## src/rtl/imem_boot_loader.sv

```systemverilog
// Boot loader: streams 32-bit words into a byte-wide instruction memory,
// big-endian, from address 0, holding the core stalled while loading.
//
// state | meaning
// IDLE  | waiting for start, core free to run
// LOAD  | ready for the next word from the boot source
// WRITE | emitting the latched word as four byte writes
// DONE  | load finished (error set if a word did not fit), core released
module imem_boot_loader #(
    parameter int unsigned MEM_BYTES = 100,
    parameter int          ADDR_W    = 32
) (
    input  logic              clk,
    input  logic              rst,
    input  logic              start,
    input  logic              in_valid,
    input  logic [31:0]       in_data,
    input  logic              in_last,
    output logic              in_ready,
    output logic              mem_we,
    output logic [ADDR_W-1:0] mem_addr,
    output logic [7:0]        mem_wdata,
    output logic              cpu_stall,
    output logic              done,
    output logic              error,
    output logic [ADDR_W-1:0] byte_count
);

    typedef enum logic [1:0] {S_IDLE, S_LOAD, S_WRITE, S_DONE} state_t;

    localparam logic [ADDR_W:0] MEM_LIMIT = (ADDR_W+1)'(MEM_BYTES);

    state_t            state;
    state_t            state_nxt;
    logic [ADDR_W-1:0] ptr;
    logic [1:0]        idx;
    logic [31:0]       data_q;
    logic              last_q;
    logic              error_q;
    logic              in_ready_q;
    logic [ADDR_W-1:0] byte_count_q;
    logic              word_fits;

    // One extra bit so a pointer near the top of the address space cannot wrap.
    assign word_fits = ({1'b0, ptr} + (ADDR_W+1)'(4)) <= MEM_LIMIT;

    always_ff @(posedge clk) begin
        if (rst) begin
            state <= S_IDLE;
        end else begin
            state <= state_nxt;
        end
    end

    always_comb begin
        state_nxt = state;
        case (state)
            S_IDLE, S_DONE: begin
                if (start) state_nxt = S_LOAD;
            end
            S_LOAD: begin
                if (in_valid) state_nxt = word_fits ? S_WRITE : S_DONE;
            end
            S_WRITE: begin
                if (idx == 2'd3) state_nxt = last_q ? S_DONE : S_LOAD;
            end
            default: state_nxt = S_IDLE;
        endcase
    end

    always_comb begin
        mem_we    = 1'b0;
        mem_addr  = '0;
        mem_wdata = 8'h00;
        cpu_stall = (state == S_LOAD) || (state == S_WRITE);
        done      = (state == S_DONE);
        if (state == S_WRITE) begin
            mem_we   = 1'b1;
            mem_addr = ptr + ADDR_W'(idx);
            case (idx)
                2'd0:    mem_wdata = data_q[31:24];
                2'd1:    mem_wdata = data_q[23:16];
                2'd2:    mem_wdata = data_q[15:8];
                default: mem_wdata = data_q[7:0];
            endcase
        end
    end

    always_ff @(posedge clk) begin
        if (rst) begin
            ptr          <= '0;
            idx          <= 2'd0;
            data_q       <= 32'h0;
            last_q       <= 1'b0;
            error_q      <= 1'b0;
            in_ready_q   <= 1'b0;
            byte_count_q <= '0;
        end else begin
            in_ready_q <= (state_nxt == S_LOAD);
            case (state)
                S_IDLE, S_DONE: begin
                    if (start) begin
                        ptr          <= '0;
                        idx          <= 2'd0;
                        error_q      <= 1'b0;
                        byte_count_q <= '0;
                    end
                end
                S_LOAD: begin
                    if (in_valid) begin
                        data_q <= in_data;
                        last_q <= in_last;
                        idx    <= 2'd0;
                        if (!word_fits) error_q <= 1'b1;
                    end
                end
                S_WRITE: begin
                    byte_count_q <= byte_count_q + ADDR_W'(1);
                    idx          <= idx + 2'd1;
                    if (idx == 2'd3) ptr <= ptr + ADDR_W'(4);
                end
                default: ;
            endcase
        end
    end

    assign in_ready   = in_ready_q;
    assign error      = error_q;
    assign byte_count = byte_count_q;

endmodule

```

## config.mk

```make
export PLATFORM = sky130hd
export DESIGN_NAME = imem_boot_loader
export DESIGN_NICKNAME = d
export VERILOG_FILES = /design/src/rtl/imem_boot_loader.sv
export SDC_FILE = /design/constraint.sdc
export NUM_CORES = 1
export LEC_CHECK = 0
export BUFFER_PORTS_ARGS = -buffer_cell sky130_fd_sc_hd__buf_4
export CORE_MARGIN = 1
export CORE_UTILIZATION = 35
export CTS_CLUSTER_SIZE = 40
export DETAILED_ROUTE_END_ITERATION = 6
export HOLD_SLACK_MARGIN = 0.02
export PLACE_DENSITY = 0.58
export SLEW_MARGIN = 40
export SYNTH_ARGS = -nofsm -noshare
export SYNTH_HDL_FRONTEND = slang
export SYNTH_SLANG_ARGS = --single-unit
```

## constraint.sdc

```tcl
create_clock -name clk -period 4.6 [get_ports clk]
set_input_delay 0 -clock clk [delete_from_list [all_inputs] [get_ports clk]]
set_output_delay 0 -clock clk [all_outputs]
set_load 0.02 [all_outputs]
```

**Yosys cells after proc, flatten, opt, wreduce, memory -nomap -nowiden**

Cells that the tools add are included.

- Register bits after elaboration: 103
- Input bits: 37
- Output and inout port bits: 77
- Word-level logic and storage cells: 57

- Order comparisons: 1
- Reductions and logical operators: 11
- Add/subtract/negate cells: 5
- Eq/ne operators: 11
- Muxes and demuxes: 21

Operator list:

| operator | count |
|---|---|
| 32-bit one-hot mux with 2 select lines | 2 |
| 32-bit two-way mux | 3 |
| 32-bit by 3-bit adder with 33-bit output, second input constant | 1 |
| 33-bit by 7-bit less-or-equal comparator with 1-bit output, second input constant | 1 |
| 32-bit by 1-bit adder with 32-bit output, second input constant | 1 |
| 32-bit by 2-bit adder with 32-bit output | 1 |
| 32-bit by 3-bit adder with 32-bit output, second input constant | 1 |
| 8-bit one-hot mux with 3 select lines | 1 |
| 2-bit two-way mux | 6 |
| 2-bit one-hot mux with 3 select lines | 2 |
| 2-bit equality test, second input constant | 4 |
| 8-bit two-way mux | 1 |
| 2-bit by 1-bit equality test with 1-bit output, second input constant | 3 |
| 2-bit != test, second input constant | 3 |
| 2-bit AND reduction | 3 |
| 1-bit two-way mux | 5 |
| 2-bit zero test | 2 |
| 4-bit AND reduction | 1 |
| 2-bit nonzero test | 2 |
| 3-bit AND reduction | 1 |
| 2-bit by 1-bit adder with 2-bit output, second input constant | 1 |
| 2-bit by 1-bit != test with 1-bit output, second input constant | 1 |
| 1-bit one-hot mux with 2 select lines | 1 |
| 2-bit OR reduction | 1 |
| 1-bit logical OR | 1 |

**Logic depth before layout (Yosys ltp)**

Gate-level depths: netlist of run 1.

- Word-level depth: 6
- Mapped depth: 10
- Gate-level depth less buffers: 9

**Worst setup path after synthesis of run 1**

Ideal clock, no wire load.

- Path kind: reg2reg
- From: reg ptr[3]
- To: reg error_q (netlist: error)
- Cell stages (with the launch flop): 9
- Setup time: 0.131 ns
- Data arrival time: 2.438 ns
- Period minus slack after synthesis: 2.569 ns
- Required time: 4.469 ns
- Path buffers: 0
- Path slack: 2.031 ns
- Path through: dfxtp_1 ha_1 nand3_1 or4_1 or4b_1 a22oi_1 o2111ai_1 nor4_2 o21ai_1

- Cells in the longest elaborated chain, start to end: 4

Ends and longest elaborated chain:

| what | line | text |
|---|---|---|
| start, declared | 35 | `logic [ADDR_W-1:0] ptr;` |
| start signal, assigned | 120 | `if (idx == 2'd3) ptr <= ptr + ADDR_W'(4);` |
| 32-bit by 3-bit adder with 33-bit output | 45 | `assign word_fits = ({1'b0, ptr} + (ADDR_W+1)'(4)) <= MEM_LIMIT;` |
| 33-bit by 7-bit less-or-equal comparator with 1-bit output | 45 |  |
| 2-bit != test (no line) | n/a |  |
| 4-bit AND reduction (no line) | n/a |  |
| end signal, assigned | 95 | `error_q <= 1'b0;` |
| end signal, assigned | 105 | `error_q <= 1'b0;` |
| end signal, assigned | 114 | `if (!word_fits) error_q <= 1'b1;` |
| end, declared | 39 | `logic error_q;` |

No other way between the ends.
A chain may end at the register's enable or synchronous reset.

**Worst setup path in the final report of run 1**

- From: reg ptr[15]
- To: reg state[0]

- Cells in the longest elaborated chain, start to end: 5

Ends and longest elaborated chain:

| what | line | text |
|---|---|---|
| 32-bit by 3-bit adder with 33-bit output | 45 |  |
| 33-bit by 7-bit less-or-equal comparator with 1-bit output | 45 |  |
| 1-bit two-way mux | 62 | `if (in_valid) state_nxt = word_fits ? S_WRITE : S_DONE;` |
| 2-bit two-way mux | 62 |  |
| 2-bit one-hot mux with 3 select lines | 57 | `case (state)` |
| end signal, assigned | 51 | `state <= state_nxt;` |
| end, declared | 33 | `state_t state;` |

No other way between the ends.

==> results.rst, run 1 <==
.. list-table::
   :header-rows: 1

   * - Metric
     - Value
   * - Run status
     - finished, final reports clean
   * - Share of final-layout standard cells stronger than drive strength 1
     - 17.3%
   * - Fin worst setup slack
     - 1480 ps
   * - Number of sinks driven by the clock tree
     - 101
   * - Total I/O pin count
     - 114
   * - Height of the chip
     - 127 µm
   * - Final hold violation count
     - 0
   * - Synthesis-to-layout area growth
     - 27.2%
   * - Worst supply voltage drop on vdd
     - 0.222 mV
   * - Initial Util
     - 35.9%
   * - Data required time at the worst endpoint
     - 4830 ps
   * - Number of cells on the worst reg-to-reg path
     - 7
   * - Sequential Power Share
     - 46.1%
   * - Summed instance area of the synthesized netlist
     - 0.00546 mm²
   * - Clock Skew
     - 8.19 ps
   * - Net switching power
     - 0.576 mW
   * - YS warnings
     - 0
   * - Portion of the post-synthesis area used by sequential elements
     - 37.0%
   * - Skew-Pair Late Insertion Delay
     - 350 ps
   * - Pins Over Slew Limit
     - 0
   * - Width of the chip
     - 127 µm
   * - Post-layout net count
     - 884
   * - Number of optimization iterations in the first detailed-route pass
     - 5
   * - First-pass GRT wire length
     - 25,700 µm
   * - Number of levels in the clock H-tree
     - 3
   * - Pwr Total
     - 2.03 mW
   * - Fraction of the mapped netlist area in simple logic gates
     - 30.4%
   * - Number of distinct library cell variants in the gate-level netlist after synthesis
     - 61
   * - Critical path class
     - reg -> reg
   * - Hold WC Path Type
     - in -> reg
   * - Die ar.
     - 0.0161 mm²
   * - Clock period minus final worst setup slack
     - 3120 ps
   * - Core area
     - 0.0152 mm²
   * - Type of destination of the critical path
     - flip-flop
   * - Util after Layout
     - 45.7%
   * - Setup-violating endpoint count in the final report
     - 0
   * - Buffers on Ports
     - 113
   * - Synthesized-area fraction occupied by adder cells
     - 2.29%
   * - Layout fillers
     - 1,543
   * - DR iter-0 viols
     - 427
   * - Synthesized netlist net count
     - 782
   * - Static leakage
     - 2.59 nW
   * - Antenna diodes
     - 0
   * - Mux contribution to synthesized area
     - 0.756%
   * - Post-Synthesis Cells
     - 735
   * - Total number of vias
     - 5,608
   * - Clock root buffer
     - clkbuf_16
   * - Antenna violations before repair
     - 0
   * - Number of routed nets with antenna violations
     - 0
   * - Number of global-route vias before repair
     - 5,125
   * - Combinational family with the most area after synthesis
     - simple AND/OR/NAND/NOR gates
   * - Accumulated negative setup slack
     - 0 ps
   * - Final routed wirelength across all metal layers
     - 15,700 µm
   * - Share of total power consumed by net switching
     - 28.4%
   * - Leading register cell type out of synthesis
     - dfxtp_1
   * - Worst setup slack after placement
     - 1490 ps
   * - Worst-path clk slew
     - 70 ps
   * - FFs w/ async S/R, synth
     - 0%
   * - Number of buffers created by CTS
     - 9
   * - TritonCTS clock tree
     - done
   * - Syn avg cell area
     - 7.43 µm²
   * - Flip-flop and latch count after synthesis
     - 101
   * - Kind of start point of the critical path
     - flip-flop
   * - Setup repair bufs after CTS
     - 0
   * - Max-cap check violation count
     - 0
   * - Area fraction in compound gates after synthesis
     - 18.6%
   * - Proportion of power drawn by combinational gates
     - 15.4%
   * - Crit Path Max Fanout
     - 11
   * - Achievable Freq
     - 0.321 GHz
   * - Total global routing track utilization
     - 19.7%
   * - Number of enable flip-flop cells after synthesis
     - 0
   * - Final HPWL from detailed placement
     - 10,800 µm
   * - Worst hold slack
     - 75.0 ps
   * - Xor and xnor area share after synthesis
     - 4.81%
   * - RSZ-0062 raised after global routing
     - false
   * - Slew @ Worst Pin
     - 862 ps
   * - Maximum number of pins on one net before global-route repair
     - 73
   * - Clock network fraction of design power
     - 38.5%
   * - Power per unit of standard cell area
     - 292 mW/mm²
   * - Wire per inst
     - 15.2 µm
   * - Hold Path Depth
     - 4
   * - Total overflow reported by the global router
     - 0
   * - Internal portion of total power
     - 1.45 mW
   * - Seq. cell area
     - 0.00202 mm²
   * - Arrival time at the worst endpoint
     - 3350 ps
   * - Period Utilization, post-route
     - 67.8%
   * - Clock buffer depth
     - 2
   * - Post-route DRC
     - 0
   * - Area of combinational cells with multiple inputs
     - 0.00313 mm²
   * - Relative slew slack
     - 42.5%
   * - Via density per instance
     - 5.44
   * - FP Rows
     - 45
   * - Final weighted congestion in routability-driven placement
     - 0.877
==> cell type report <==
type / count / area share (%)
repair buffers: 149 / 17.3
well taps: 188 / 3.38
clock inverters: 6 / 1.01
flip-flops and latches: 101 / 29.1
clock buffers: 10 / 3.29
inverters: 16 / 0.864
multi-input cells: 560 / 45.1
==> layout by cell type (no fill, tap or decap), drive strengths merged, types with 9 or more instances in the layout <==
cell and instances:
buf 116, nand2 109, dfxtp 101, nor2 96, a21oi 78, o21ai 39
dlygate4sd3 33, and2 27, nand3 26, nand4 18, nor3 18, inv 18
xor2 17, and3 17, xnor2 13, a31oi 10, clkbuf 10, ha 10
nor4 9
==> stage by stage <==
step	instances	cell area (µm²)
global placement	981	6300
finish	1030	6950
floorplan	735	5460
CTS	1030	6950
detailed placement	981	6320
global route	1030	6950
==> worst max-delay path, cell delays in order (launching register included) <==
cell      delay, ps
dfxtp_1         560
nand3_1         210
or4_1           690
nor4_1          600
nor4bb_1        380
nor3_1          120
nor4_2          330
a21oi_1         110
==> state kept, by name (all words and copies together), names as in the netlist <==
| name | cells |
|---|---|
| byte_count | 32 |
| data_q | 32 |
| ptr | 30 |
| idx | 2 |
| state | 2 |
| error | 1 |
| in_ready | 1 |
| last_q | 1 |
==> worst paths after layout <==
| path | startpoint | slack [ps] | to |
|---|---|---|---|
| setup / recovery | ptr[15]$_SDFFE_PP0P_ | 1480 | state[0]$_SDFF_PP0_ |
| hold / removal | in_valid | 80 | idx[1]$_SDFFE_PP0P_ |
| setup reg to reg | ptr[15]$_SDFFE_PP0P_ | 1480 | state[0]$_SDFF_PP0_ |
| hold reg to reg | data_q[12]$_SDFFE_PP0P_ | 460 | data_q[12]$_SDFFE_PP0P_ |
==> power by group through the flow <==
stage | registers (mW) | clock network (mW) | logic, mW
final | 0.936 | 0.781 | 0.312
after global placement | 0.953 | 0 | 0.278
after global routing | 0.941 | 0.836 | 0.347
after floorplan | 0.952 | 0 | 0.193
after detailed placement | 0.956 | 0 | 0.288
after CTS | 0.935 | 0.800 | 0.311
==> cell usage after synthesis, drive strengths merged, types with 2 or more instances <==
library cell	instances	share of area [%]
nand2	109	7.5
dfxtp	101	37
nor2	96	6.6
a21oi	78	7.1
clkbuf	46	3.5
o21ai	39	3.6
and2	27	3.1
nand3	26	2.5
nand4	18	2.1
nor3	18	1.6
and3	17	2.0
xor2	17	2.7
inv	16	1.1
xnor2	13	2.1
buf	12	1.6
a31oi	10	1.1
ha	10	2.3
nor4	9	1.3
a222oi	8	1.5
a311oi	8	1.3
or3	7	0.82
and4	5	0.80
a22oi	3	0.41
mux2i	3	0.55
nand4b	3	0.48
nor2b	3	0.34
o211ai	3	0.41
o31ai	3	0.41
a211oi	2	0.27
a21o	2	0.27
o2111ai	2	0.32
o21a	2	0.27
or2	2	0.23
or4	2	0.27
or4b	2	0.37
==> kinds of logic (layout without fill, tap and decap cells) <==
group	count (synthesis)	in the layout
multiplexers	4	4
AO/OA/AOI/OAI	169	169
adder cells (fa/ha/maj)	10	10
buffers and inverters	74	181
AND/OR/NAND/NOR	347	347
flip-flops	101	101
XOR/XNOR	30	30
==> what timing repair did <==
| item | CTS | global route |
|---|---|---|
| hold buffers | 33 | 0 |
| endpoints found under the hold margin | 33 | 0 |
| gates resized for setup | 0 | 0 |
==> metal layers <==
layer  up-vias  global-route usage, %  part of all wire (%)
met5         -                      0                     0
met4         0                   6.93                   1.5
met3        18                   3.21                   5.4
met2       175                   31.9                    47
met1      2634                   26.5                    46
li1       2781                      -                     -
Note: power is estimated with default switching activity, not from simulation.
==> run 2: changes to the inputs <==
clock period = 3.1 ns   (was 4.6 ns; I/O delays follow)
==> run 2 against run 1 <==
  * Via count up 1.3%
  * Worst hold slack lost 29 ps
  * Sequential share of layout area is 0.59 points lower
  * Maximum frequency increased by 6.6%
  * Clock power rose by 49%
  * Power increased by 49%
  * Clock skew is essentially flat
  * Non-clock buffer count up 21
  * Sequential power increased by 49%
  * Combinational power grew 54%
  * Flip-flop and latch count stayed put
  * Critical endpoint is now error$_SDFFE_PP0P_
  * Highest routed layer unchanged
==> results.rst, run 2 (same netlist as run 1, synthesis figures left out) <==
.. list-table::
   :header-rows: 1

   * - Metric
     - Value
   * - Run status
     - finished, final reports clean (unchanged)
   * - Accumulated negative setup slack
     - 0 ps (unchanged)
   * - FP Rows
     - 45 (unchanged)
   * - Achievable Freq
     - 0.342 GHz (was 0.321 GHz)
   * - Worst path max stage delay
     - 520 ps (was 690 ps)
   * - Number of optimization iterations in the first detailed-route pass
     - 5 (unchanged)
   * - Relative slew slack
     - 47.2% (was 42.5%)
   * - Final weighted congestion in routability-driven placement
     - 0.865 (was 0.877)
   * - Clock root buffer
     - clkbuf_16 (unchanged)
   * - TritonCTS clock tree
     - done (unchanged)
   * - Area of combinational cells with multiple inputs
     - 0.00312 mm² (was 0.00313 mm²)
   * - Post-route DRC
     - 0 (unchanged)
   * - Total number of vias
     - 5,679 (was 5,608)
   * - List of cells traversed by the critical path
     - ha_2, nand3_1, or4_1, or4b_1, a22oi_1, o2111ai_1, nor4_2, o21ai_1 (was nand3_1, or4_1, nor4_1, nor4bb_1, nor3_1, nor4_2, a21oi_1)
   * - Share of final-layout standard cells stronger than drive strength 1
     - 19.0% (was 17.3%)
   * - First-pass GRT wire length
     - 26,000 µm (was 25,700 µm)
   * - Type of destination of the critical path
     - flip-flop (unchanged)
   * - Buffers on Ports
     - 113 (unchanged)
   * - Slew @ Worst Pin
     - 791 ps (was 862 ps)
   * - Crit Path Max Fanout
     - 8 (was 11)
   * - Seq. cell area
     - 0.00202 mm² (about the same)
   * - Total non-filler cell area in the finished layout
     - 0.00710 mm² (was 0.00695 mm²)
   * - Worst-path clk slew
     - 70 ps (about the same)
   * - Final hold violation count
     - 0 (unchanged)
   * - Worst setup slack after placement
     - 137 ps (was 1490 ps)
   * - Data required time at the worst endpoint
     - 3330 ps (was 4830 ps)
   * - Height of the chip
     - 127 µm (unchanged)
   * - Clock buffer depth
     - 2 (unchanged)
   * - Total overflow reported by the global router
     - 0 (unchanged)
   * - Core area
     - 0.0152 mm² (unchanged)
   * - Clock Skew
     - 8.56 ps (was 8.19 ps)
   * - DR iter-0 viols
     - 368 (was 427)
   * - Number of global-route vias before repair
     - 5,328 (was 5,125)
   * - Final routed wirelength across all metal layers
     - 16,200 µm (was 15,700 µm)
   * - RSZ-0062 raised after global routing
     - false (unchanged)
   * - Commonest non-fill, non-tap cell in the layout
     - buf_4 (unchanged)
   * - Die ar.
     - 0.0161 mm² (unchanged)
   * - Number of buffers created by CTS
     - 9 (unchanged)
   * - Final HPWL from detailed placement
     - 11,200 µm (was 10,800 µm)
   * - Slowest cell on the critical path
     - or4_1 (unchanged)
   * - Period Utilization, post-route
     - 94.3% (was 67.8%)
   * - Number of levels in the clock H-tree
     - 3 (unchanged)
   * - Startpoint of the worst hold path
     - in_valid (unchanged)
   * - Width of the chip
     - 127 µm (unchanged)
   * - Fin worst setup slack
     - 176 ps (was 1480 ps)
   * - Clock period minus final worst setup slack
     - 2920 ps (was 3120 ps)
   * - Top delay family on crit path
     - simple AND/OR/NAND/NOR gates (unchanged)
   * - Synthesis-to-layout area growth
     - 29.9% (was 27.2%)
   * - Total I/O pin count
     - 114 (unchanged)
   * - Buf+Inv Stages, Crit Path
     - 0 (unchanged)
   * - Pins Over Slew Limit
     - 0 (unchanged)
   * - Layout fillers
     - 1,547 (was 1,543)
   * - Post-layout net count
     - 905 (was 884)
   * - Max-cap check violation count
     - 0 (unchanged)
   * - Setup crit start
     - ptr[3]$_SDFFE_PP0P_ (was ptr[15]$_SDFFE_PP0P_)
   * - Total global routing track utilization
     - 20.0% (was 19.7%)
   * - Most frequent cells in the layout
     - buf_4 (136), nand2_1 (109), dfxtp_1 (100) (was buf_4 (116), nand2_1 (108), dfxtp_1 (101))
   * - Antenna diodes
     - 0 (unchanged)
   * - Static leakage
     - 2.69 nW (was 2.59 nW)
   * - Initial Util
     - 35.9% (unchanged)
   * - Hold WC Path Type
     - in -> reg (unchanged)
   * - Critical path class
     - reg -> reg (unchanged)
   * - Arrival time at the worst endpoint
     - 3150 ps (was 3350 ps)
   * - Setup-violating endpoint count in the final report
     - 0 (unchanged)
   * - Number of routed nets with antenna violations
     - 0 (unchanged)
   * - Antenna violations before repair
     - 0 (unchanged)
   * - Kind of start point of the critical path
     - flip-flop (unchanged)
   * - Post-placement cell area
     - 0.00645 mm² (was 0.00632 mm²)
   * - Origin of the critical flop-to-flop path
     - ptr[3]$_SDFFE_PP0P_ (was ptr[15]$_SDFFE_PP0P_)
   * - Via density per instance
     - 5.40 (was 5.44)
   * - Maximum number of pins on one net before global-route repair
     - 72 (was 73)
   * - Worst hold slack
     - 45.5 ps (was 75.0 ps)
   * - Wire per inst
     - 15.4 µm (was 15.2 µm)
   * - Power per unit of standard cell area
     - 426 mW/mm² (was 292 mW/mm²)
   * - Number of sinks driven by the clock tree
     - 101 (unchanged)
   * - Skew-Pair Late Insertion Delay
     - 350 ps (about the same)
   * - Worst supply voltage drop on vdd
     - 0.326 mV (was 0.222 mV)
## run 2: cell types whose count changed in the layout (fill, tap and decap cells not counted), sizes merged
cell | before | now
dlygate4sd3 | 33 | 34
clkinvlp | 0 | 1
inv | 18 | 17
buf | 116 | 136
## run 2: path summary, 6_finish.rpt
kind / to / slack, ps / depth (start not counted)
worst max-delay path: error$_SDFFE_PP0P_ / 180 / 8
worst max register to register: error$_SDFFE_PP0P_ / 180 / 8
worst min register to register: data_q[6]$_SDFFE_PP0P_ / 460 / 2
worst min-delay path: idx[1]$_SDFFE_PP0P_ / 50 / 4
## run 2: cell type report
cell class	instances	share of cell area, %
tap	188	3.31
multi-input combinational	560	43.9
sequential	101	28.5
clock buffer	10	3.23
inverter	16	0.846
timing repair buffer	170	19.2
clock inverter	6	1.02
## run 2: stage by stage
stage	std cells	total power [mW]	utilization (%)
2_1_floorplan	735	1.70	-
3_3_place_gp	1001	1.85	42.4
3_5_place_dp	1001	1.86	42.4
4_1_cts	1051	3.06	46.6
5_1_grt	1051	3.18	46.7
6_report	1051	3.02	46.7
## run 2: tightest hold or removal path: stages
cell	delay (ps)
buf_4	90
nor2b_1	50
o21ai_0	140
a21oi_1	60
## run 2: metal layers
metal | global-route usage, % | share of wire (%) | up-vias
li1 | - | - | 2823
met1 | 25.2 | 45 | 2663
met2 | 34.3 | 48 | 175
met3 | 4.18 | 5.3 | 18
met4 | 6.09 | 1.4 | 0
met5 | 0 | 0 | -
## run 2: where the power goes
part	internal [mW]	total [mW]	switching [mW]	leakage (nW)
logic	0.180	0.479	0.300	1.73
clock network	0.634	1.16	0.525	0.143
registers	1.35	1.39	0.0333	0.816
total	2.17	3.02	0.858	2.69
## run 2: repair_timing
action                     4_1_cts  5_1_grt
setup endpoints to repair        0        2
hold endpoints to repair        34        0
hold buffers                    34        0
gates resized for setup          0        2
buffers inserted                 0        0
